$ cat src/rtl/bloom_query_pkg.sv
// Definitions shared by the Bloom filter query and insert paths, so that both
// sides compute bit-for-bit identical hashes.
package bloom_pkg;

    typedef enum logic [2:0] {
        IDLE,
        HASH,
        PROBE,
        CHECK,
        RESP
    } bloom_q_state_e;

    localparam int BLOOM_HASH_MULT = 17;

    // Probe k starts from the all-ones value with k folded in, so each probe walks a distinct chain.
    function automatic int bloom_seed(input int k, input int h_bits);
        return ((1 << h_bits) - 1) ^ k;
    endfunction

endpackage

$ cat src/rtl/bloom_query_if.sv
// Request, response and bit-array read signals of the Bloom query block.
// The slave modport is the query block's view; master is the surrounding system's view.
interface bloom_query_if #(
    parameter int D_SIZE    = 40,
    parameter int HASH_SIZE = 5
) ();

    logic                 req_valid_i;
    logic                 req_ready_o;
    logic [D_SIZE-1:0]    req_data_i;
    logic                 rsp_valid_o;
    logic                 rsp_ready_i;
    logic                 rsp_hit_o;
    logic                 bl_rd_req_o;
    logic [HASH_SIZE-1:0] bl_rd_addr_o;
    logic                 bl_rd_data_i;

    modport slave (
        input  req_valid_i,
        input  req_data_i,
        input  rsp_ready_i,
        input  bl_rd_data_i,
        output req_ready_o,
        output rsp_valid_o,
        output rsp_hit_o,
        output bl_rd_req_o,
        output bl_rd_addr_o
    );

    modport master (
        output req_valid_i,
        output req_data_i,
        output rsp_ready_i,
        output bl_rd_data_i,
        input  req_ready_o,
        input  rsp_valid_o,
        input  rsp_hit_o,
        input  bl_rd_req_o,
        input  bl_rd_addr_o
    );

endinterface

$ cat src/rtl/bloom_hash_iter.sv
// Registered chunk-serial multiplicative hash: start loads the seed, and each
// step folds in one HASH_SIZE-bit chunk of the key. done flags the last chunk.
module bloom_hash_iter
    import bloom_pkg::*;
#(
    parameter int D_SIZE    = 40,
    parameter int HASH_SIZE = 5
) (
    input  logic                 clk,
    input  logic                 rst_n,
    input  logic                 start,
    input  logic                 step,
    input  logic [HASH_SIZE-1:0] seed,
    input  logic [D_SIZE-1:0]    key,
    output logic                 done,
    output logic [HASH_SIZE-1:0] h
);

    localparam int NUM_CHUNK = D_SIZE / HASH_SIZE;
    localparam int CW = (NUM_CHUNK > 1) ? $clog2(NUM_CHUNK) : 1;
    localparam logic [HASH_SIZE-1:0] MULT = HASH_SIZE'(BLOOM_HASH_MULT);

    logic [CW-1:0]        c_q;
    logic [HASH_SIZE-1:0] h_q;
    logic [HASH_SIZE-1:0] chunk;
    logic [HASH_SIZE-1:0] mixed;
    logic [HASH_SIZE-1:0] h_next;

    always_comb begin
        chunk = '0;
        for (int i = 0; i < NUM_CHUNK; i++) begin
            if (c_q == CW'(i)) begin
                chunk = key[i*HASH_SIZE +: HASH_SIZE];
            end
        end
    end

    // Truncating the product to HASH_SIZE bits is the mod 2**H of the hash.
    assign mixed  = h_q ^ chunk;
    assign h_next = mixed * MULT;
    assign done   = (c_q == CW'(NUM_CHUNK - 1));
    assign h      = h_q;

    always_ff @(posedge clk or negedge rst_n) begin
        if (!rst_n) begin
            h_q <= '0;
            c_q <= '0;
        end else if (start) begin
            h_q <= seed;
            c_q <= '0;
        end else if (step) begin
            h_q <= h_next;
            c_q <= done ? '0 : c_q + CW'(1);
        end
    end

endmodule

$ cat src/rtl/bloom_query.sv
// Bloom filter membership query: hashes the key once per probe, reads one bit
// per probe from the bit array and reports hit/miss, stopping at the first zero bit.
module bloom_query
    import bloom_pkg::*;
#(
    parameter int D_SIZE    = 40,
    parameter int HASH_SIZE = 5,
    parameter int BL_SIZE   = 32,
    parameter int NUM_HASH  = 2
) (
    input  logic         clk_i,
    input  logic         rst_ni,
    bloom_query_if.slave bus,
    output logic         busy_o
);

    localparam int KW = (NUM_HASH > 1) ? $clog2(NUM_HASH) : 1;

    if (D_SIZE % HASH_SIZE != 0) begin : g_bad_chunking
        $error("bloom_query: D_SIZE must be a multiple of HASH_SIZE");
    end
    if (BL_SIZE != (1 << HASH_SIZE)) begin : g_bad_depth
        $error("bloom_query: BL_SIZE must equal 2**HASH_SIZE");
    end
    if ((NUM_HASH < 1) || (NUM_HASH > BL_SIZE)) begin : g_bad_probes
        $error("bloom_query: NUM_HASH must be within 1..BL_SIZE");
    end

    bloom_q_state_e       state_q;
    bloom_q_state_e       state_d;
    logic [D_SIZE-1:0]    key_q;
    logic [KW-1:0]        k_q;
    logic                 hit_q;
    logic [HASH_SIZE-1:0] addr_q;
    logic [HASH_SIZE-1:0] seed_sel;
    logic [HASH_SIZE-1:0] h;
    logic                 start;
    logic                 step;
    logic                 done;
    logic                 accept;
    logic                 last_probe;
    int                   next_probe;

    assign accept     = (state_q == IDLE) && bus.req_valid_i;
    assign last_probe = (k_q == KW'(NUM_HASH - 1));

    always_ff @(posedge clk_i or negedge rst_ni) begin
        if (!rst_ni) begin
            state_q <= IDLE;
        end else begin
            state_q <= state_d;
        end
    end

    always_comb begin
        state_d    = state_q;
        start      = 1'b0;
        step       = 1'b0;
        next_probe = 0;
        case (state_q)
            IDLE: begin
                if (bus.req_valid_i) begin
                    start   = 1'b1;
                    state_d = HASH;
                end
            end
            HASH: begin
                step = 1'b1;
                if (done) begin
                    state_d = PROBE;
                end
            end
            PROBE: begin
                state_d = CHECK;
            end
            CHECK: begin
                // A single zero bit proves absence, so the remaining probes are skipped.
                if (!bus.bl_rd_data_i || last_probe) begin
                    state_d = RESP;
                end else begin
                    start      = 1'b1;
                    next_probe = int'(k_q) + 1;
                    state_d    = HASH;
                end
            end
            RESP: begin
                if (bus.rsp_ready_i) begin
                    state_d = IDLE;
                end
            end
            default: begin
                state_d = IDLE;
            end
        endcase
        seed_sel = HASH_SIZE'(bloom_seed(next_probe, HASH_SIZE));
    end

    always_ff @(posedge clk_i or negedge rst_ni) begin
        if (!rst_ni) begin
            key_q  <= '0;
            k_q    <= '0;
            hit_q  <= 1'b0;
            addr_q <= '0;
        end else begin
            if (accept) begin
                key_q <= bus.req_data_i;
                k_q   <= '0;
            end
            if (state_q == PROBE) begin
                addr_q <= h;
            end
            if (state_q == CHECK) begin
                if (!bus.bl_rd_data_i) begin
                    hit_q <= 1'b0;
                end else if (last_probe) begin
                    hit_q <= 1'b1;
                end else begin
                    k_q <= k_q + KW'(1);
                end
            end
        end
    end

    bloom_hash_iter #(
        .D_SIZE    (D_SIZE),
        .HASH_SIZE (HASH_SIZE)
    ) u_hash (
        .clk   (clk_i),
        .rst_n (rst_ni),
        .start (start),
        .step  (step),
        .seed  (seed_sel),
        .key   (key_q),
        .done  (done),
        .h     (h)
    );

    // The address register keeps the last probed address visible between strobes.
    assign bus.req_ready_o  = (state_q == IDLE);
    assign bus.rsp_valid_o  = (state_q == RESP);
    assign bus.rsp_hit_o    = hit_q;
    assign bus.bl_rd_req_o  = (state_q == PROBE);
    assign bus.bl_rd_addr_o = (state_q == PROBE) ? h : addr_q;
    assign busy_o           = (state_q != IDLE);

endmodule
$ cat src/flat_wrapper.sv
// flat-port wrapper written by rule: the top's interface ports become plain ports
module bloom_query_flat import bloom_pkg::*;
#(
    parameter int D_SIZE    = 40,
    parameter int HASH_SIZE = 5,
    parameter int BL_SIZE   = 32,
    parameter int NUM_HASH  = 2
)
  (clk_i, rst_ni, busy_o, bus_req_valid_i, bus_req_data_i, bus_rsp_ready_i, bus_bl_rd_data_i, bus_req_ready_o, bus_rsp_valid_o, bus_rsp_hit_o, bus_bl_rd_req_o, bus_bl_rd_addr_o);
  bloom_query_if #(.D_SIZE(D_SIZE), .HASH_SIZE(HASH_SIZE)) bus_i ();
  input  logic clk_i;
  input  logic rst_ni;
  output logic busy_o;
  input wire logic [$bits(bus_i.req_valid_i)-1:0] bus_req_valid_i;
  input wire logic [$bits(bus_i.req_data_i)-1:0] bus_req_data_i;
  input wire logic [$bits(bus_i.rsp_ready_i)-1:0] bus_rsp_ready_i;
  input wire logic [$bits(bus_i.bl_rd_data_i)-1:0] bus_bl_rd_data_i;
  output wire logic [$bits(bus_i.req_ready_o)-1:0] bus_req_ready_o;
  output wire logic [$bits(bus_i.rsp_valid_o)-1:0] bus_rsp_valid_o;
  output wire logic [$bits(bus_i.rsp_hit_o)-1:0] bus_rsp_hit_o;
  output wire logic [$bits(bus_i.bl_rd_req_o)-1:0] bus_bl_rd_req_o;
  output wire logic [$bits(bus_i.bl_rd_addr_o)-1:0] bus_bl_rd_addr_o;
  assign bus_i.req_valid_i = bus_req_valid_i;
  assign bus_i.req_data_i = bus_req_data_i;
  assign bus_i.rsp_ready_i = bus_rsp_ready_i;
  assign bus_i.bl_rd_data_i = bus_bl_rd_data_i;
  assign bus_req_ready_o = bus_i.req_ready_o;
  assign bus_rsp_valid_o = bus_i.rsp_valid_o;
  assign bus_rsp_hit_o = bus_i.rsp_hit_o;
  assign bus_bl_rd_req_o = bus_i.bl_rd_req_o;
  assign bus_bl_rd_addr_o = bus_i.bl_rd_addr_o;
  bloom_query #(.D_SIZE(D_SIZE), .HASH_SIZE(HASH_SIZE), .BL_SIZE(BL_SIZE), .NUM_HASH(NUM_HASH)) u_core (.clk_i(clk_i), .rst_ni(rst_ni), .bus(bus_i), .busy_o(busy_o));
endmodule
$ cat config.mk
export PLATFORM = sky130hd
export DESIGN_NAME = bloom_query_flat
export DESIGN_NICKNAME = d
export VERILOG_FILES = /design/src/rtl/bloom_query_pkg.sv /design/src/rtl/bloom_query_if.sv /design/src/rtl/bloom_hash_iter.sv /design/src/rtl/bloom_query.sv /design/src/flat_wrapper.sv
export SDC_FILE = /design/constraint.sdc
export NUM_CORES = 1
export LEC_CHECK = 0
export ABC_AREA = 1
export BUFFER_PORTS_ARGS = -buffer_cell sky130_fd_sc_hd__buf_2
export CAP_MARGIN = 20
export CORE_ASPECT_RATIO = 0.7
export CORE_MARGIN = 4
export CORE_UTILIZATION = 62
export CTS_BUF_LIST = sky130_fd_sc_hd__clkbuf_8
export CTS_CLUSTER_SIZE = 24
export DETAILED_ROUTE_END_ITERATION = 8
export PLACE_DENSITY_LB_ADDON = 0.08
export SYNTH_ARGS = -nofsm -noshare
export SYNTH_HDL_FRONTEND = slang
export SYNTH_SLANG_ARGS = --single-unit
$ cat constraint.sdc
create_clock -name clk_i -period 4.4 [get_ports clk_i]
set_input_delay 0.22 -clock clk_i [delete_from_list [all_inputs] [get_ports clk_i]]
set_output_delay 0.22 -clock clk_i [all_outputs]
set_load 0.1 [all_outputs]
# Yosys cells after proc, flatten, opt, wreduce, memory -nomap -nowiden
# Cells that the tools add are included.
[classes]
bitwise = 2
n_mul = 1
muxes = 31
addsub = 3
reduce_logical = 9
eq_ne = 15
[op_table]
columns = ["operator", "n"]
rows = [
  ["5-bit two-way mux", 13],
  ["3-bit two-way mux", 7],
  ["3-bit equality test, second input constant", 5],
  ["3-bit one-hot mux with 5 select lines", 1],
  ["3-bit by 2-bit equality test with 1-bit output, second input constant", 4],
  ["1-bit two-way mux", 9],
  ["3-bit by 1-bit equality test with 1-bit output, second input constant", 2],
  ["3-bit logical NOT", 2],
  ["2-bit inequality test, second input constant", 3],
  ["5-bit by 5-bit multiplier with 5-bit output, second input constant", 1],
  ["5-bit NOT", 1],
  ["5-bit bitwise XOR", 1],
  ["3-bit by 1-bit adder with 3-bit output, second input constant", 1],
  ["3-bit AND reduction", 1],
  ["3-bit nonzero test", 1],
  ["1-bit by 1-bit adder with 2-bit output, second input constant", 1],
  ["2-bit by 1-bit inequality test with 1-bit output, second input constant", 1],
  ["1-bit one-hot mux with 2 select lines", 1],
  ["2-bit AND reduction", 1],
  ["2-bit nonzero test", 1],
  ["1-bit adder, second input constant", 1],
  ["1-bit logical AND", 1],
  ["1-bit logical NOT", 1],
  ["1-bit logical OR", 1],
]
[totals]
in_bits = 45
regBits = 58
out_inout_bits = 10

# Longest topological paths before layout
[logic_depth]
word_depth = 13
ltp_mapped = 18
ltp_nobuf = 18

# Modules after synthesis
# A second synthesis with hierarchy kept.
[hier_totals]
hier_cells = 420
hier_area_um2 = 3140.5
[by_module_without_submodules]
columns = ["module", "cells_each", "area_each_um2", "n_inst"]
rows = [
  ["bloom_query", 236, 2079.5, 1],
  ["bloom_hash_iter", 184, 1061.0, 1],
]

# Worst setup path before layout
# OpenSTA, ideal clock, no wires.
[synth_timing]
path_type = "flip-flop to flip-flop"
from = "register u_core.state_q[0]"
to = "register u_core.addr_q[0]"
setup_slack_ns = -1.092
t_required_ns = 4.047
synth_period_minus_slack_ns = 5.492
stages_incl_launch_ff = 5
arrival_ns = 5.139
n_path_buf = 1
cell_sequence = "dfrtp_1 > nor3_1 > inv_1 > clkbuf_1 > o21ai_0"
[synth_via]
elab_chain_len = 2
[synth_rtl]
columns = ["element", "line", "rtl"]
rows = [
  ["start, declared", "bloom_query.sv:29", "bloom_q_state_e state_q;"],
  ["start signal, assigned", "bloom_query.sv:51", "state_q <= state_d;"],
  ["3-bit by 2-bit equality test with 1-bit output", "n/a", ""],
  ["net bus_bl_rd_req_o", "flat_wrapper.sv:21", "output wire logic [$bits(bus_i.bl_rd_req_o)-1:0] bus_bl_rd_req_o;"],
  ["5-bit two-way mux", "n/a", ""],
  ["net bus_bl_rd_addr_o[0]", "flat_wrapper.sv:22", "output wire logic [$bits(bus_i.bl_rd_addr_o)-1:0] bus_bl_rd_addr_o;"],
  ["end signal, assigned", "bloom_query.sv:110", "addr_q <= h;"],
  ["end, declared", "bloom_query.sv:34", "logic [HASH_SIZE-1:0] addr_q;"],
]
# The timed path passes the listed nets, and every way through them passes these cells.
# A chain may end at the register's enable or synchronous reset.

# Worst setup path in the final report
[layout_timing]
from = "register u_core.state_q[0]"
to = "register u_core.u_hash.h_q[3] (netlist: u_core.u_hash.h[3])"
[layout_via]
elab_chain_len = 4
word_cells_on_any_way = 9
classes_between = "eq/ne (2); mux (4); bitwise (1); reduce/logical (2)"
[layout_rtl]
columns = ["element", "line", "rtl"]
rows = [
  ["3-bit by 2-bit equality test with 1-bit output", "bloom_query.sv:60", "case (state_q)"],
  ["5-bit two-way mux", "bloom_query.sv:60", ""],
  ["5-bit NOT (no source line)", "n/a", ""],
  ["5-bit two-way mux", "bloom_hash_iter.sv:48", "end else if (start) begin"],
  ["end signal, assigned", "bloom_hash_iter.sv:52", "h_q <= h_next;"],
  ["end, declared", "bloom_hash_iter.sv:24", "logic [HASH_SIZE-1:0] h_q;"],
]
# Several ways; a longest one is shown, not always the timed one.

==> impl_results.md <==
- Outcome: complete, but fails checks
- Failing checks: negative hold slack
- CTS root buffer: clkbuf_8
- Die W: 89.41 um
- RSZ-0062 raised after global routing: no
- Clock Latency Late Sink: 0.34 ns
- Min Tclk post-route: 2.491 ns
- Via Count: 2306
- Worst Path Max Fanout: 49
- Max Freq: 401.4 MHz
- Register bit total from synthesis: 58
- Pwr Total: 2.883 mW
- Die area: 0.005811 mm^2
- Multi-input gate area: 0.001214 mm^2
- R2R Path End: u_core.u_hash.h[3]$_DFFE_PN0P_
- Area contributors post-synth: dfrtp_1, mux2_2, nand2_1
- Reg2Reg Depth: 11
- Vias in the first global route: 2195
- Final nets: 436
- Simple-Gate Fraction of Synth Area: 0.1992
- Tightest Hold Check Type: in -> async
- Endpoints failing setup: 0
- Half-perimeter wire length after placement: 4.326 mm
- Routed wire length: 5.961 mm
- Max-slew violations: 0
- Ys Warns: 0
- Via/cell ratio: 5.182
- Layout area overhead: 17.44%
- Post_cts resized: 0
- Initial Util: 0.6531
- CP startpoint kind: register
- Delay-heaviest family, CP: simple AND/OR/NAND/NOR gates
- Cell Pwr Density: 853.4 mW/mm^2
- First-pass DRT Iterations: 4
- RD Place Congestion: 0.7952
- CTS tree: yes
- Setup_tns: 0 ns
- Crit Path Class: reg -> reg
- R2R Setup Slk: 1.91 ns
- Setup crit end kind: register
- CP max-delay cell: nand2_2
- CTS Buf Count: 9
- Sequential area share after synthesis: 0.5046
- H-tree depth: 3
- Reg-to-reg startpoint: u_core.state_q[0]$_DFFE_PN0P_
- Slew HR: 0.3152
- Final Hold Slack: -0.001195 ns
- Cell depth of the worst setup path: 11
- Cell variety after synth: 23
- Final hold vios: 1
- Fraction of synthesized area in multiplexers: 0.1292
- Total track usage: 0.2347
- Post-DR wirelength/cell: 13.40 um
- Share of layout cells above drive strength 1: 0.2872
- Synth async-reset ratio: 1.000
- Max Buffers Root-to-Sink: 2
- Post-DP Area: 0.003196 mm^2
- First-pass GRT wire length: 10.12 mm
- Clock slew seen by the registers of the worst setup and hold paths: 0.06 ns
- # port buffers: 54
- Crit-path cells: inv_1, nand2_1, inv_2, nand2_2, nand2_1, nor2_1, inv_2, o21ai_0, inv_1, nand3_1, nand3_1
- Clock sinks: 58
- Static Leak: 1.818 nW
- Largest family of logic cells by synthesized area: simple AND/OR/NAND/NOR gates
- Core area: 0.004404 mm^2
- Post-synthesis net count: 376
- Synth Area in XOR/XNOR: 0
- Final setup margin: 1.909 ns
- Max-cap viol count: 0
- CP arrival: 2.71 ns
- Pre-CTS setup slack: 1.910 ns
- CP Capture Point: u_core.u_hash.h[3]$_DFFE_PN0P_
- ANT cells: 0
- Maximum VDD drop: 0.5665 mV
- Fraction of the mapped netlist area in compound gates: 0.06481
- Register Area: 0.001451 mm^2
- Ys flop type: dfrtp_1
- Initial DRC count: 144
- Crit share post-route: 0.5661
- Final instance area: 0.003378 mm^2
- Hold_buf cts: 0
- Most common cell in the netlist: nand2_1
- GRT overflow: 0
- IO Count: 55
- # fillers: 323
- CP startpoint: u_core.state_q[0]$_DFFE_PN0P_
- Worst slew pin tran: 1.024 ns
- Post-Syn Instances: 325
- Worst Skew: 0.002692 ns
- Initial antenna violation count: 0
- Largest net degree at the start of global routing: 59
- CP Data Required Time: 4.62 ns
- Leading area contributor after synthesis: dfrtp_1
- Netlist Area Pre-Place: 0.002877 mm^2
- Top cells by count, synth: nand2_1, dfrtp_1, inv_1
- Buf/Inv on CP: 4
- Largest stage delay, worst path: 0.73 ns
- Post-Syn Area per Cell: 8.851 um^2
- Drt drc: 0
- Post CTS Setup Buffer Count: 0
- # rows: 20
- Post-synth top area share: 0.5046
- Die Height: 64.99 um
- Post-synth EDFFs: 0
- Adder-Cell Fraction of Synth Area: 0.02610
- Detail Route Antenna Nets: 0
[registers in the layout (all words and copies together) (netlist names)]
signal                cells
u_core.key_q             40
u_core.k_q                1
u_core.u_hash.c_q         3
u_core.bus.rsp_hit_o      1
u_core.state_q            3
u_core.u_hash.h           5
u_core.addr_q             5
[cells by family (layout without fill, tap and decap cells)]
kind of cell	after synthesis	after routing
mux	33	33
fa+ha+maj	6	6
buf+inv	55	120
simple gates	138	138
flops	58	58
compound gates	35	35
[worst min path at each step]
stage | slack [ns] | endpoint | start | cells past startpoint
after global routing | 0.07 | u_core.key_q[13]$_DFFE_PN0P_ | rst_ni | 2
final | -0.001 | u_core.key_q[12]$_DFFE_PN0P_ | rst_ni | 2
after global placement | 0.40 | u_core.key_q[12]$_DFFE_PN0P_ | rst_ni | 2
after detailed placement | 0.40 | u_core.key_q[12]$_DFFE_PN0P_ | rst_ni | 2
after floorplan | -0.08 | u_core.addr_q[0]$_DFF_PN0_ | rst_ni | 0
after CTS | 0.03 | u_core.key_q[12]$_DFFE_PN0P_ | rst_ni | 2
[per-layer routing]
layer / track usage / part of all wire
met5: 0 / 0
met4: 0.07807 / 0.015
met3: 0.07497 / 0.059
met2: 0.3594 / 0.45
met1: 0.3159 / 0.47
[metrics by stage]
step / hold WS [ns] / instances / util
after detailed placement: 0.3973 / 429 / 0.7256
final: -0.001195 / 445 / 0.7670
after global placement: 0.4009 / 429 / 0.7256
after floorplan: -0.07559 / 325 / -
after CTS: 0.03198 / 445 / 0.7670
after global routing: 0.06858 / 445 / 0.7670
[power by group]
group	internal [mW]	switching [mW]	leakage [nW]	total, mW
sequential	0.799	0.144	0.682	0.943
combinational	0.474	1.03	1.03	1.50
clock	0.244	0.196	0.105	0.440
[worst register-to-register path: cells and delay by family, from the launching register on]
kind | cells | cell delay [ns]
AOI/OAI and AO/OA | 1 | 0.10
and+or+nand+nor | 6 | 1.53
DFF | 1 | 0.41
buffers and inverters | 4 | 0.33
[final cells by class]
type	count	area share
clock inverters	4	0.005185
clock buffers	12	0.04889
multi-input cells	212	0.3593
well taps	55	0.02037
repair buffers	55	0.08222
inverters	49	0.05444
flip-flops and latches	58	0.4296
[cell usage in the layout (no fill, tap or decap)]
| cell type | count |
|---|---|
| nor3_2 | 1 |
| a21oi_1 | 10 |
| or2_2 | 1 |
| ha_1 | 6 |
| or2_0 | 2 |
| nand2_4 | 1 |
| nor2_1 | 21 |
| dfrtp_1 | 58 |
| nor4_1 | 1 |
| clkinv_2 | 2 |
| o22ai_1 | 1 |
| buf_4 | 1 |
| nand2_2 | 2 |
| nand2_1 | 82 |
| o211ai_1 | 4 |
| o21ai_0 | 12 |
| nor3_1 | 2 |
| nand3_1 | 25 |
| o21ai_1 | 8 |
| inv_2 | 5 |
| buf_2 | 54 |
| clkinv_1 | 3 |
| clkbuf_8 | 12 |
| mux2_2 | 33 |
| inv_1 | 43 |
Power figures use the tool's default switching activity.
